<file path="src/rtl/detector_tur.sv">
// Start/finish-line lap detector: synchronizes and debounces the line sensor,
// emits one pulse per lap, enforces a minimum lap time and measures lap length.
module detector_tur #(
  parameter int DEBOUNCE_CYCLES = 16,
  parameter int LOCKOUT_CYCLES  = 50000
) (
  input  logic        tact,
  input  logic        reset,
  input  logic        senzor_start,
  input  logic        enable,
  output logic        puls_tur,
  output logic [15:0] timp_tur,
  output logic        tur_valid,
  output logic        pe_marcaj
);

  localparam int DW = $clog2(DEBOUNCE_CYCLES + 1);
  localparam int LW = $clog2(LOCKOUT_CYCLES + 1);
  localparam logic [DW-1:0] DEB_LAST  = DW'(DEBOUNCE_CYCLES - 1);
  localparam logic [LW-1:0] LOCK_LAST = LW'(LOCKOUT_CYCLES - 1);

  typedef enum logic [1:0] {IDLE, DEB, MARK, LOCK} state_t;

  state_t        state_q, state_d;
  logic [1:0]    sync_q, sync_d;
  logic [DW-1:0] deb_q, deb_d;
  logic [LW-1:0] lock_q, lock_d;
  logic [15:0]   cnt_tur_q, cnt_tur_d;
  logic [15:0]   timp_q, timp_d;
  logic          valid_q, valid_d;
  logic          first_q, first_d;
  logic          puls_q, puls_d;
  logic          marcaj_q, marcaj_d;
  logic          s_sync;

  assign s_sync = sync_q[1];

  always_comb begin
    sync_d    = {sync_q[0], senzor_start};
    state_d   = state_q;
    deb_d     = deb_q;
    lock_d    = lock_q;
    cnt_tur_d = cnt_tur_q;
    timp_d    = timp_q;
    valid_d   = valid_q;
    first_d   = first_q;
    puls_d    = 1'b0;

    if (enable) begin
      if (cnt_tur_q != 16'hFFFF) cnt_tur_d = cnt_tur_q + 16'd1;

      case (state_q)
        IDLE: begin
          if (s_sync) begin
            state_d = DEB;
            deb_d   = DW'(1);
          end
        end
        DEB: begin
          if (!s_sync) begin
            state_d = IDLE;
            deb_d   = '0;
          end else if (deb_q == DEB_LAST) begin
            puls_d  = 1'b1;
            state_d = MARK;
            deb_d   = '0;
          end else begin
            deb_d = deb_q + DW'(1);
          end
        end
        MARK: begin
          if (!s_sync) begin
            state_d = LOCK;
            lock_d  = '0;
          end
        end
        default: begin
          if (lock_q == LOCK_LAST) begin
            state_d = IDLE;
            lock_d  = '0;
          end else begin
            lock_d = lock_q + LW'(1);
          end
        end
      endcase

      // cnt_tur restarts at 1 so its value at the next pulse edge equals the
      // number of enabled cycles between the two pulses.
      if (puls_d) begin
        if (first_q) begin
          timp_d  = cnt_tur_q;
          valid_d = 1'b1;
        end
        first_d   = 1'b1;
        cnt_tur_d = 16'd1;
      end
    end else begin
      state_d = IDLE;
      deb_d   = '0;
      lock_d  = '0;
    end

    marcaj_d = (state_d == MARK);
  end

  always_ff @(posedge tact) begin
    if (reset) begin
      state_q   <= IDLE;
      sync_q    <= '0;
      deb_q     <= '0;
      lock_q    <= '0;
      cnt_tur_q <= '0;
      timp_q    <= '0;
      valid_q   <= 1'b0;
      first_q   <= 1'b0;
      puls_q    <= 1'b0;
      marcaj_q  <= 1'b0;
    end else begin
      state_q   <= state_d;
      sync_q    <= sync_d;
      deb_q     <= deb_d;
      lock_q    <= lock_d;
      cnt_tur_q <= cnt_tur_d;
      timp_q    <= timp_d;
      valid_q   <= valid_d;
      first_q   <= first_d;
      puls_q    <= puls_d;
      marcaj_q  <= marcaj_d;
    end
  end

  assign puls_tur  = puls_q;
  assign timp_tur  = timp_q;
  assign tur_valid = valid_q;
  assign pe_marcaj = marcaj_q;

endmodule
</file>
<file path="config.mk">
export PLATFORM = sky130hd
export DESIGN_NAME = detector_tur
export DESIGN_NICKNAME = d
export VERILOG_FILES = /design/src/rtl/detector_tur.sv
export SDC_FILE = /design/constraint.sdc
export NUM_CORES = 1
export LEC_CHECK = 0
export CAP_MARGIN = 5
export CORE_UTILIZATION = 40
export DETAILED_ROUTE_END_ITERATION = 12
export HOLD_SLACK_MARGIN = 0.05
export PLACE_DENSITY = 0.59
export SYNTH_ARGS = -nofsm -noshare
export SYNTH_HDL_FRONTEND = slang
export SYNTH_SLANG_ARGS = --single-unit
</file>
<file path="constraint.sdc">
create_clock -name tact -period 4.2 [get_ports tact]
set_clock_uncertainty 0.15 [all_clocks]
set_input_delay 0.63 -clock tact [delete_from_list [all_inputs] [get_ports tact]]
set_output_delay 0.63 -clock tact [all_outputs]
set_load 0.1 [all_outputs]
</file>
# Word level (Yosys, flattened, before mapping)
# Cells that the tools add are included.
dict set report totals {
  regBits 61
  inputBits 4
}
dict set report op_classes {
  add_sub_neg 3
  eq_ne 8
  n_mux 20
  n_bitwise 2
  n_reduce_logical 10
}
# operator count
set op_table {}
lappend op_table {{$mux W16} 4}
lappend op_table {{$add A16 B1 Y16 const B} 2}
lappend op_table {{$pmux W16 S2} 1}
lappend op_table {{$eq A16 B16 Y1 const B} 1}
lappend op_table {{$ne A16 B16 Y1 const B} 1}
lappend op_table {{$mux W5} 3}
lappend op_table {{$mux W2} 6}
lappend op_table {{$pmux W5 S2} 1}
lappend op_table {{$reduce_and A2 Y1} 4}
lappend op_table {{$pmux W2 S3} 1}
lappend op_table {{$add A5 B1 Y5 const B} 1}
lappend op_table {{$eq A5 B4 Y1 const B} 1}
lappend op_table {{$eq A2 B2 Y1 const B} 2}
lappend op_table {{$mux W1} 4}
lappend op_table {{$ne A2 B2 Y1 const B} 2}
lappend op_table {{$reduce_bool A2 Y1} 2}
lappend op_table {{$reduce_or A2 Y1} 2}
lappend op_table {{$reduce_and A3 Y1} 1}
lappend op_table {{$eq A2 B1 Y1 const B} 1}
lappend op_table {{$logic_not A2 Y1} 1}
lappend op_table {{$not A1 Y1} 2}

# Longest topological paths before layout
dict set report logic_depth {
  ltp_word 7
  depth_mapped 8
  ltp_nobuf 5
}

# Worst setup path after synthesis
# Ideal clock, no wire load.
dict set report synth_timing {
  path_kind {flip-flop to flip-flop}
  from {register deb_q[0]}
  to {register timp_q[10], in the netlist timp_tur[10]}
  setup_ps 128
  arrival_time_ps 1635
  slack_ps 2287
  path_stages_with_launch 9
  n_path_buf 3
  cell_sequence {dfxtp_1 -> ha_1 -> and4b_1 -> buf_2 -> nand4_1 -> buf_2 -> buf_4 -> mux2i_1 -> nor2_1}
}
dict set report synth_via {
  elab_chain_cells 6
}
# item line_no
set synth_rtl {}
lappend synth_rtl {{from (decl)} 26} ;# logic [DW-1:0] deb_q, deb_d;
lappend synth_rtl {{from (signal assigned)} 110} ;# deb_q <= '0;
lappend synth_rtl {{from (signal assigned)} 121} ;# deb_q <= deb_d;
lappend synth_rtl {{$eq A5 B4 Y1} 63} ;# end else if (deb_q == DEB_LAST) begin
lappend synth_rtl {{$mux W1} 63}
lappend synth_rtl {{$mux W1} 60} ;# if (!s_sync) begin
lappend synth_rtl {{$mux W1} 52} ;# case (state_q)
lappend synth_rtl {{$mux W1} 49} ;# if (enable) begin
lappend synth_rtl {{$reduce_and A3 Y1 (no line)} -}
lappend synth_rtl {{to (signal assigned)} 124} ;# timp_q <= timp_d;
lappend synth_rtl {{to (decl)} 29} ;# logic [15:0] timp_q, timp_d;
# Every way passes these cells. The select of a mux whose other input is x is not followed.
# A chain may end at the register's enable or synchronous reset.

# Final worst setup path
dict set report layout_timing {
  from {input enable}
  to {register lock_q[6]}
}
dict set report layout_via {
  elab_chain_cells 2
}
# item line_no
set layout_rtl {}
lappend layout_rtl {{from (decl)} 10} ;# input logic enable,
lappend layout_rtl {{$not A1 Y1 (no line)} -}
lappend layout_rtl {{$reduce_or A2 Y1 (no line)} -}
lappend layout_rtl {{to (signal assigned)} 122} ;# lock_q <= lock_d;
lappend layout_rtl {{to (decl)} 27} ;# logic [LW-1:0] lock_q, lock_d;
# Every way passes these cells.

==> metrics.log <==
INFO  metric synth.yosys.seq_area_share = 0.406
INFO  metric power_per_cell_area = around 340 mW/mm^2
INFO  metric remaining_drc_errors = 0
INFO  metric grt_overflow = 0
INFO  metric clock_sink_count = 61
INFO  metric fmaxAchievable = 0.347 GHz
INFO  metric slew_headroom = 0.350
INFO  metric hold_class = register to register
INFO  metric ir_worst_vdd = 0.000198 V
INFO  metric power.share.sequential = 0.500
INFO  metric num_vias = 2566
INFO  metric setup_viol = 0
INFO  metric cts_buffers = 9
INFO  metric vias_in_the_first_global_route = 2316
INFO  metric timing.max_cap.violations = 0
INFO  metric routedWlPerCell = about 14 um
INFO  metric floorplan.die.width = roughly 90 um
INFO  metric actual_transition_at_the_worst_max_transition_pin = 971 ps
INFO  metric postSynthNetCount = 355
INFO  metric rows = 31
INFO  metric yosys.cell_types.count = 51
INFO  metric worst-path-buf-inv = 1
INFO  metric core_area = 0.00725 mm^2
INFO  metric netSwitchingFraction = 0.219
INFO  metric clockPowerShare = 0.470
INFO  metric cpPeakStageDelay = 800 ps
INFO  metric p_int = 915 uW
INFO  metric endpoint_kind = register
INFO  metric cts.reportedPaths.clkPinSlew = 70 ps
INFO  metric postSynth.topFlopCell = sky130_fd_sc_hd__dfxtp_1
INFO  metric post_cts_resized = 0
INFO  metric arrival_time_at_the_worst_endpoint = 2990 ps
INFO  metric htree_num_levels = 3
INFO  metric post-place-ws = 960 ps
INFO  metric antenna_left = 0
INFO  metric synth_top_cells_by_count = 61 x sky130_fd_sc_hd__dfxtp_1, 34 x sky130_fd_sc_hd__nand2_1, 32 x sky130_fd_sc_hd__nor2_1
INFO  metric area_growth_syn_to_layout = 15.8%
INFO  metric post_synth_main_area_contributors = sky130_fd_sc_hd__dfxtp_1 41%, sky130_fd_sc_hd__mux2i_1 7.3%, sky130_fd_sc_hd__nand2_1 4.2%, sky130_fd_sc_hd__nor2_1 4.0%, sky130_fd_sc_hd__nand4_1 3.3%
INFO  metric fin_ws = ~1300 ps
INFO  metric die_y = 88.7 um
INFO  metric timing_max_transition_violations_final = 0
INFO  metric post_cts_hold_buffer_count = 0
INFO  metric worst_path_max_delay_cell = sky130_fd_sc_hd__clkdlybuf4s50_1
INFO  metric grt_max_degree = 29
INFO  metric leading_cell_type_by_number_of_instances_after_synthesis = sky130_fd_sc_hd__dfxtp_1
INFO  metric netlist_instances = between 300 and 400
INFO  metric critPathTopFamily = compound AO/OA/AOI/OAI gates
INFO  metric synth_largest_type_area_fraction = 0.406
INFO  metric initialDrtViolationCount = between 70 and 80
INFO  metric critical_path_required = 4310 ps
INFO  metric grt_first_pass_wirelength = around 11000 um
INFO  metric avgViaCountPerCell = about 5.5
INFO  metric worst_skew_pair.late_latency = roughly 340 ps
INFO  metric detail_route.wirelength = 6440 um
INFO  metric antenna_found_initial = 0
INFO  metric worstPathCellList = clkdlybuf4s50_1, nand2b_1, a41oi_2, nand2_1, o211ai_1
INFO  metric timing.final.hold_violations = 0
INFO  metric fillCellCount = 710
INFO  metric synth_warnings = 0
INFO  metric floorplan.initialDensity = 0.415
INFO  metric io_pins = 23
INFO  metric place.port_buffers = 22
INFO  metric drive_above_1_share = 0.0924
INFO  metric dr.pass1.iters = 4
INFO  metric setup_crit_start_kind = primary input
INFO  metric n_antenna_cell = 0
INFO  metric nets = 370
INFO  metric number_of_synthesized_flops_with_an_enable_pin = 0
INFO  metric clockRootBuffer = sky130_fd_sc_hd__clkbuf_8
INFO  metric post-dp-hpwl = about 4400 um
INFO  metric routability_congestion_estimate = 0.824
INFO  metric cts_tree = done
INFO  metric synthDominantAreaCellType = sky130_fd_sc_hd__dfxtp_1
INFO  metric run_status = complete, no violations
INFO  metric design.die.area = 0.00787 mm^2
INFO  metric synthesis.area_per_instance = around 8.6 um^2
INFO  metric power.switching = 256 uW
INFO  metric critPathMaxFanout = 16
INFO  metric timing.hold.ws = 294 ps
INFO  metric async_reset_ff_frac = 0
INFO  metric min_period_over_period = 0.686
INFO  metric power.static_leakage = 1.21 nW
INFO  metric final_period_demand_of_the_worst_path = 2880 ps
INFO  metric setup-tns-final = 0 ps
INFO  metric combinationalPowerShare = 0.029
INFO  metric clockBufferDepth = 2
INFO  metric ys_ff_latch = 61
INFO  metric timing.setup.critical_path_class = primary input to register
INFO  metric globalRouteTotalUtil = 0.187
INFO  metric postCtsSetupBuffers = 0
INFO  metric mappedNetlistArea = 0.00301 mm^2
INFO  metric rsz_0062_raised_after_global_routing = no
worst reg2reg max path: stages, from the launching register on:
cell	delay, ps
sky130_fd_sc_hd__dfxtp_1	350
sky130_fd_sc_hd__ha_1	250
sky130_fd_sc_hd__and4b_1	320
sky130_fd_sc_hd__a211oi_2	810
sky130_fd_sc_hd__buf_4	290
sky130_fd_sc_hd__a21oi_1	80
sky130_fd_sc_hd__mux2i_1	150
worst paths after layout:
kind,start,endpoint,slack [ps],depth (start not counted)
setup / recovery,enable,lock_q[6]$_SDFFE_PP0P_,1320,5
hold / removal,sync_q[0]$_SDFF_PP0_,sync_q[1]$_SDFF_PP0_,290,1
setup reg to reg,deb_q[0]$_SDFFE_PP0P_,cnt_tur_q[11]$_SDFFE_PP0P_,1690,6
hold reg to reg,sync_q[0]$_SDFF_PP0_,sync_q[1]$_SDFF_PP0_,290,1
cells by family after synthesis:
logic type                 count (synthesis)  share of synthesized area
and+or+nand+nor                          150                      0.268
AOI/OAI and AO/OA                         76                      0.176
DFF                                       61                      0.406
buffers and inverters                     31                     0.0479
muxes                                     23                     0.0770
xor gates and xnor gates                   4                     0.0117
adders and majority gates                  3                     0.0125
registers in the layout, indices dropped and copies added, names as in the netlist, 2 cells and up:
name / count
timp_tur: 16
cnt_tur_q: 16
deb_q: 5
lock_q: 16
state_q: 2
sync_q: 2
layer usage:
layer / wire [um] / share of wire / global-route usage / vias up
li1: - / - / - / 1312
met1: 3010 / 0.47 / 0.237 / 1194
met2: 3010 / 0.47 / 0.301 / 47
met3: 279 / 0.043 / 0.0373 / 13
met4: 148 / 0.023 / 0.0982 / 0
met5: 0 / 0 / 0 / -
placed cells by master (no fill, tap or decap), types with 12 or more instances in the layout:
| cell type | n |
|---|---|
| sky130_fd_sc_hd__a21oi_1 | 18 |
| sky130_fd_sc_hd__clkbuf_8 | 12 |
| sky130_fd_sc_hd__clkdlybuf4s50_1 | 22 |
| sky130_fd_sc_hd__dfxtp_1 | 61 |
| sky130_fd_sc_hd__mux2i_1 | 22 |
| sky130_fd_sc_hd__nand2_1 | 34 |
| sky130_fd_sc_hd__nand3_1 | 15 |
| sky130_fd_sc_hd__nand4_1 | 16 |
| sky130_fd_sc_hd__nor2_1 | 32 |
final cells by class:
type / count / area, um^2 / area share
clock buffers: 13 / 169 / 0.0485
clock inverters: 3 / 42.5 / 0.0122
inverters: 9 / 33.8 / 0.00970
multi-input cells: 256 / 1640 / 0.471
flip-flops and latches: 61 / 1220 / 0.351
well taps: 99 / 124 / 0.0356
repair buffers: 26 / 250 / 0.0719
power by group through the flow:
stage               sequential [mW]  combinational [mW]  clock, mW
finish                        0.586              0.0343      0.551
global route                  0.586              0.0392      0.592
CTS                           0.586              0.0349      0.568
detailed placement            0.599              0.0346          0
global placement              0.599              0.0343          0
floorplan                     0.597              0.0251          0
metrics by stage:
stage / util / power, mW / cells / instance area, um^2
final: 0.480 / 1.17 / 467 / 3480
after global routing: 0.480 / 1.22 / 467 / 3480
after CTS: 0.480 / 1.19 / 467 / 3480
after detailed placement: 0.451 / 0.634 / 451 / 3270
after global placement: 0.451 / 0.633 / 451 / 3270
after floorplan: - / 0.622 / 348 / 3010
Power figures use the tool's default switching activity.
